===== src/rtl/riscv_muldiv_pkg.sv =====
// Shared M-extension encodings and the issue-controller state encoding.
package riscv_muldiv_pkg;

    localparam logic [6:0] FUNCT7_MULDIV = 7'b0000001;

    localparam logic [2:0] FUNCT3_MUL    = 3'b000;
    localparam logic [2:0] FUNCT3_MULH   = 3'b001;
    localparam logic [2:0] FUNCT3_MULHSU = 3'b010;
    localparam logic [2:0] FUNCT3_MULHU  = 3'b011;
    localparam logic [2:0] FUNCT3_DIV    = 3'b100;
    localparam logic [2:0] FUNCT3_DIVU   = 3'b101;
    localparam logic [2:0] FUNCT3_REM    = 3'b110;
    localparam logic [2:0] FUNCT3_REMU   = 3'b111;

    typedef enum logic [2:0] {
        S_IDLE  = 3'd0,
        S_ISSUE = 3'd1,
        S_WAIT  = 3'd2,
        S_DRAIN = 3'd3,
        S_DONE  = 3'd4
    } md_state_t;

endpackage


===== src/rtl/muldiv_special_case.sv =====
// Divide-by-zero and signed-overflow divides, resolved without the iterative unit.
module muldiv_special_case
    import riscv_muldiv_pkg::*;
#(
    parameter int XLEN = 32
) (
    input  logic [2:0]      funct3,
    input  logic [XLEN-1:0] a,
    input  logic [XLEN-1:0] b,
    output logic            is_special,
    output logic [XLEN-1:0] special_result
);

    logic is_div, is_rem, is_signed, b_zero, ovf;

    assign is_div    = funct3[2];
    assign is_rem    = funct3[1];
    assign is_signed = ~funct3[0];
    assign b_zero    = (b == '0);
    assign ovf       = is_signed & (a == {1'b1, {(XLEN-1){1'b0}}}) & (b == '1);

    assign is_special = is_div & (b_zero | ovf);

    // Divide-by-zero takes precedence; the overflow operands never have b==0.
    always_comb begin
        special_result = '0;
        if (b_zero)
            special_result = is_rem ? a : '1;
        else if (ovf)
            special_result = is_rem ? '0 : a;
    end

endmodule


===== src/rtl/muldiv_issue_ctrl.sv =====
// EX-stage sequencer for the iterative multiply/divide unit: issue, stall, capture, retire.
module muldiv_issue_ctrl
    import riscv_muldiv_pkg::*;
#(
    parameter int XLEN    = 32,
    parameter int TIMEOUT = 64
) (
    input  logic            clk,
    input  logic            rst,
    input  logic            ex_valid,
    input  logic            ex_is_muldiv,
    input  logic [2:0]      ex_funct3,
    input  logic [4:0]      ex_rd,
    input  logic [XLEN-1:0] ex_rs1_val,
    input  logic [XLEN-1:0] ex_rs2_val,
    input  logic            flush,
    input  logic            md_busy,
    input  logic            md_ready,
    input  logic [XLEN-1:0] md_result,
    output logic            md_start,
    output logic [2:0]      md_op,
    output logic [XLEN-1:0] md_a,
    output logic [XLEN-1:0] md_b,
    output logic            stall_req,
    output logic            result_valid,
    output logic [XLEN-1:0] result,
    output logic [4:0]      result_rd,
    output logic            err_timeout
);

    localparam int CW = $clog2(TIMEOUT);

    md_state_t       state, state_nxt;
    logic [CW-1:0]   wait_cnt;
    logic            req, cnt_max, is_special;
    logic [XLEN-1:0] special_result;

    assign req     = ex_valid & ex_is_muldiv & ~flush;
    assign cnt_max = (wait_cnt == CW'(TIMEOUT-1));

    muldiv_special_case #(.XLEN(XLEN)) u_special (
        .funct3         (ex_funct3),
        .a              (ex_rs1_val),
        .b              (ex_rs2_val),
        .is_special     (is_special),
        .special_result (special_result)
    );

    always_comb begin
        state_nxt = state;
        case (state)
            S_IDLE:  if (req) state_nxt = is_special ? S_DONE : S_ISSUE;
            S_ISSUE: state_nxt = flush ? S_DRAIN : S_WAIT;
            S_WAIT: begin
                if (flush)                    state_nxt = S_DRAIN;
                else if (md_ready || cnt_max) state_nxt = S_DONE;
            end
            S_DRAIN: if (md_ready || !md_busy) state_nxt = S_IDLE;
            S_DONE:  state_nxt = S_IDLE;
            default: state_nxt = S_IDLE;
        endcase
    end

    assign md_start     = (state == S_ISSUE);
    assign result_valid = (state == S_DONE);
    // Gated by rst so an asynchronous abort drops the stall in the same cycle.
    assign stall_req    = ~rst & (((state == S_IDLE) & req) | (state == S_ISSUE) |
                                  (state == S_WAIT) | (state == S_DRAIN));

    always_ff @(posedge clk or posedge rst) begin
        if (rst) begin
            state       <= S_IDLE;
            wait_cnt    <= '0;
            md_op       <= '0;
            md_a        <= '0;
            md_b        <= '0;
            result      <= '0;
            result_rd   <= '0;
            err_timeout <= 1'b0;
        end else begin
            state <= state_nxt;
            case (state)
                S_IDLE: if (req) begin
                    md_op     <= ex_funct3;
                    md_a      <= ex_rs1_val;
                    md_b      <= ex_rs2_val;
                    result_rd <= ex_rd;
                    if (is_special) result <= special_result;
                end
                S_ISSUE: wait_cnt <= '0;
                S_WAIT: if (!flush) begin
                    if (md_ready) begin
                        result <= md_result;
                    end else if (cnt_max) begin
                        result      <= '0;
                        err_timeout <= 1'b1;
                    end else begin
                        wait_cnt <= wait_cnt + 1'b1;
                    end
                end
                default: ;
            endcase
        end
    end

endmodule


===== config.mk =====
export PLATFORM = sky130hd
export DESIGN_NAME = muldiv_issue_ctrl
export DESIGN_NICKNAME = d
export VERILOG_FILES = /design/src/rtl/riscv_muldiv_pkg.sv /design/src/rtl/muldiv_special_case.sv /design/src/rtl/muldiv_issue_ctrl.sv
export SDC_FILE = /design/constraint.sdc
export NUM_CORES = 1
export LEC_CHECK = 0
export ABC_AREA = 0
export CORE_UTILIZATION = 35
export CTS_CLUSTER_DIAMETER = 100
export DETAILED_ROUTE_END_ITERATION = 8
export GPL_ROUTABILITY_DRIVEN = 0
export PLACE_DENSITY = 0.64
export RECOVER_POWER = 100
export SKIP_LAST_GASP = 1
export SYNTH_ARGS = -nofsm -noshare
export SYNTH_HDL_FRONTEND = slang
export SYNTH_SLANG_ARGS = --single-unit

===== constraint.sdc =====
create_clock -name clk -period 4.1 [get_ports clk]
set_input_delay 0.615 -clock clk [delete_from_list [all_inputs] [get_ports clk]]
set_output_delay 0.615 -clock clk [all_outputs]
set_load 0.05 [all_outputs]

==> impl_results.md <==
- Vias per Instance: 5.33
- Initial DRT Pass Iterations: 7
- Status: finished with violations
- Wire length per cell: 19.3 µm
- First-pass GRT wire length: 26300 µm
- Ys async rst share: 100%
- Antenna Cells: 0
- Die Wd: 125 µm
- Port buffer count: 218
- GRT Total Usage: between 20% and 30%
- Mux contribution to synthesized area: 21.7%
- Largest family of logic cells by synthesized area: multiplexers
- Post-synthesis adder-cell area fraction: 0.236%
- Avg Inst Size Synth: approximately 12 µm²
- Peak VDD IR: 517 µV
- Synth Warn #: 0
- Synth Net Count: between 500 and 600
- Die footprint: roughly 16000 µm²
- Number of setup violations in the final report: 0
- Initial antenna violation count: 0
- Synth Instances: 444
- DRT antenna net count: 0
- Area Overhead vs Synth: 53.5%
- Worst-case clock buffer depth: 2
- Violated checks: DRC, capacitance limit, slew limit
- Layout cells sized above 1: approximately 17%
- # resized after CTS: 0
- Clock Latency Late Sink: 0.41 ns
- Worst hold path class: reg2reg
- Post-Syn Area: between 5000 and 6000 µm²
- Crit-path max FO: 32
- Reg clk slew, reported paths: around 0.05 ns
- Register area share after synthesis: 53.9%
- DR vias: 4534
- CP endpoint kind: flip-flop
- Pwr dens: approximately 860 nW/µm²
- Post-CTS setup repair buffer count: 0
- R2R cell count: 6
- DP HPWL: 11900 µm
- Worst Setup Start Kind: input port
- Critical Path RT: 4.38 ns
- Nets: 769
- Post-route cell area: just over 8000 µm²
- Worst Skew: 0.00820 ns
- Post-synth top flop: dfrtp_1
- Period minus WS final: 3.49 ns
- Yosys reg bits: 114
- Max Transition Viols Final: 36
- Hold depth: 1
- Final period util: around 85%
- Core Region: 14600 µm²
- WS Path Type: in2reg
- CTS Sinks: roughly 110
- CTS tree: done
- Starting Density: 36.2%
- Die height: 125 µm
- First DRT Iteration DRCs: 240
- Post-Synth XOR/XNOR Area: less than 1%
- CP Data Arrival Time: 3.77 ns
- Final hold viol count: 0
- Worst Max-Slew Pin Slew: 1.73 ns
- Post-synthesis simple-gate area fraction: 10.7%
- Vias in the first global route: 4803
- # DRC: 28
- F_max: 0.287 GHz
- Maximum number of pins on one net before global-route repair: 73
- Num CTS Buffers: 17
- Clock root buffer: clkbuf_16
- H-tree lvl count: 4
- Max-cap violation count: 1
- Slew HR: -15.5%
- Final wirelength: ~16000 µm
- CTS Hold Bufs: 0
- Setup tns final: 0 ns
- Compound-Gate Fraction of Synth Area: 9.47%
- I/O pins: roughly 220
- Total power: 6.96 mW
- Area post-placement: 7620 µm²
- Synth cell types: 44
- Row count: 44
- Total gr overflow: 0
- Number of flops mapped to enable cells by yosys: 0
- P_leak: 3.59 nW
- RSZ-0062 raised after global routing: no
==> final timing paths <==
check / from / end / slack [ns]
setup / recovery: ex_rs1_val[18] / result[5] / 0.61
hold / removal: err_timeout / err_timeout / 0.48
setup reg to reg: state[1] / wait_cnt[4] / 1.12
hold reg to reg: err_timeout / err_timeout / 0.48
max in group asynchronous: rst / result_rd[0] / 2.39
min in group asynchronous: rst / md_op[1] / 0.94
==> state kept, by name, indices dropped and copies added (netlist names) <==
name         count
err_timeout      1
md_a            32
state            3
result_rd        5
wait_cnt         6
md_op            3
result          32
md_b            32
==> layout make-up <==
class / count / area (µm²)
inverters: 9 / 36.3
repair buffers: 224 / 2230
fillers: 1282 / 6520
well taps: 184 / 230
flip-flops and latches: 114 / 2850
clock inverters: 6 / 57.6
multi-input cells: 291 / 2240
clock buffers: 22 / 484
==> layer usage <==
layer  up-vias  GRT usage, %  wire length (µm)
li1       2083             -                 -
met1      2226          26.4              6660
met2       200          35.6              8010
met3        25          8.26              1460
met4         0          9.04               312
met5         -             0                 0
==> placed cells by master (no fill, tap or decap), types with 2 or more instances in the layout <==
cell type | netlist | layout
dfrtp_1 | 114 | 114
nor3_1 | 2 | 2
buf_4 | 0 | 2
a31oi_1 | 3 | 3
xor2_1 | 2 | 2
and4_1 | 2 | 2
a211oi_1 | 2 | 2
o21ai_0 | 70 | 70
a22o_1 | 2 | 2
nor2_1 | 10 | 10
clkbuf_16 | 0 | 17
a21oi_1 | 3 | 3
clkdlybuf4s50_1 | 0 | 107
inv_1 | 9 | 8
nor4_2 | 2 | 2
nor4_1 | 14 | 14
dlygate4sd3_1 | 0 | 111
nand2_1 | 8 | 8
clkbuf_8 | 0 | 4
mux2_2 | 73 | 73
nand3_1 | 35 | 35
clkbuf_1 | 23 | 3
clkinv_2 | 0 | 4
mux2_1 | 29 | 29
nand4_1 | 12 | 12
o21bai_1 | 2 | 3
==> logic make-up after synthesis <==
family | after synthesis
buf+inv | 39
xor+xnor | 3
compound gates | 89
flops | 114
simple gates | 96
mux | 102
fa+ha+maj | 1
==> power breakdown <==
part / internal (mW) / switching [mW]
Clock: 0.876 / 0.479
Combinational: 1.20 / 2.51
Sequential: 1.63 / 0.263
Total: 3.71 / 3.25
==> synth_stat cells, types with 3 or more instances <==
master,instances,share of area [%]
a21oi_1,3,0.28
mux2_2,73,16
inv_1,9,0.64
a31oi_1,3,0.35
nor2_1,10,0.71
nand4_1,12,1.4
dfrtp_1,114,54
buf_6,3,0.64
mux2_1,29,6.2
nand2_1,8,0.57
o21ai_0,70,6.6
nor4_1,14,1.7
clkbuf_1,23,1.6
nand3_1,35,3.3
==> per-stage QoR <==
stage,std cells,setup WS [ns],hold slack [ns],utilization (%)
after detailed placement,822,0.600,0.482,52.0
after global routing,850,0.436,0.501,55.5
final,850,0.611,0.481,55.5
after floorplan,444,0.469,0.505,-
after global placement,822,0.650,0.472,52.0
after CTS,850,0.969,0.495,55.7
==> critical path, stage by stage <==
cell and delay [ns]:
dlygate4sd3_1 0.58, nor4_1 0.61, nand4_1 0.20, or4_2 0.57, o21bai_1 0.38, nand2_4 0.36, mux2_1 0.43
No activity file was read; power rests on OpenSTA's default activity.
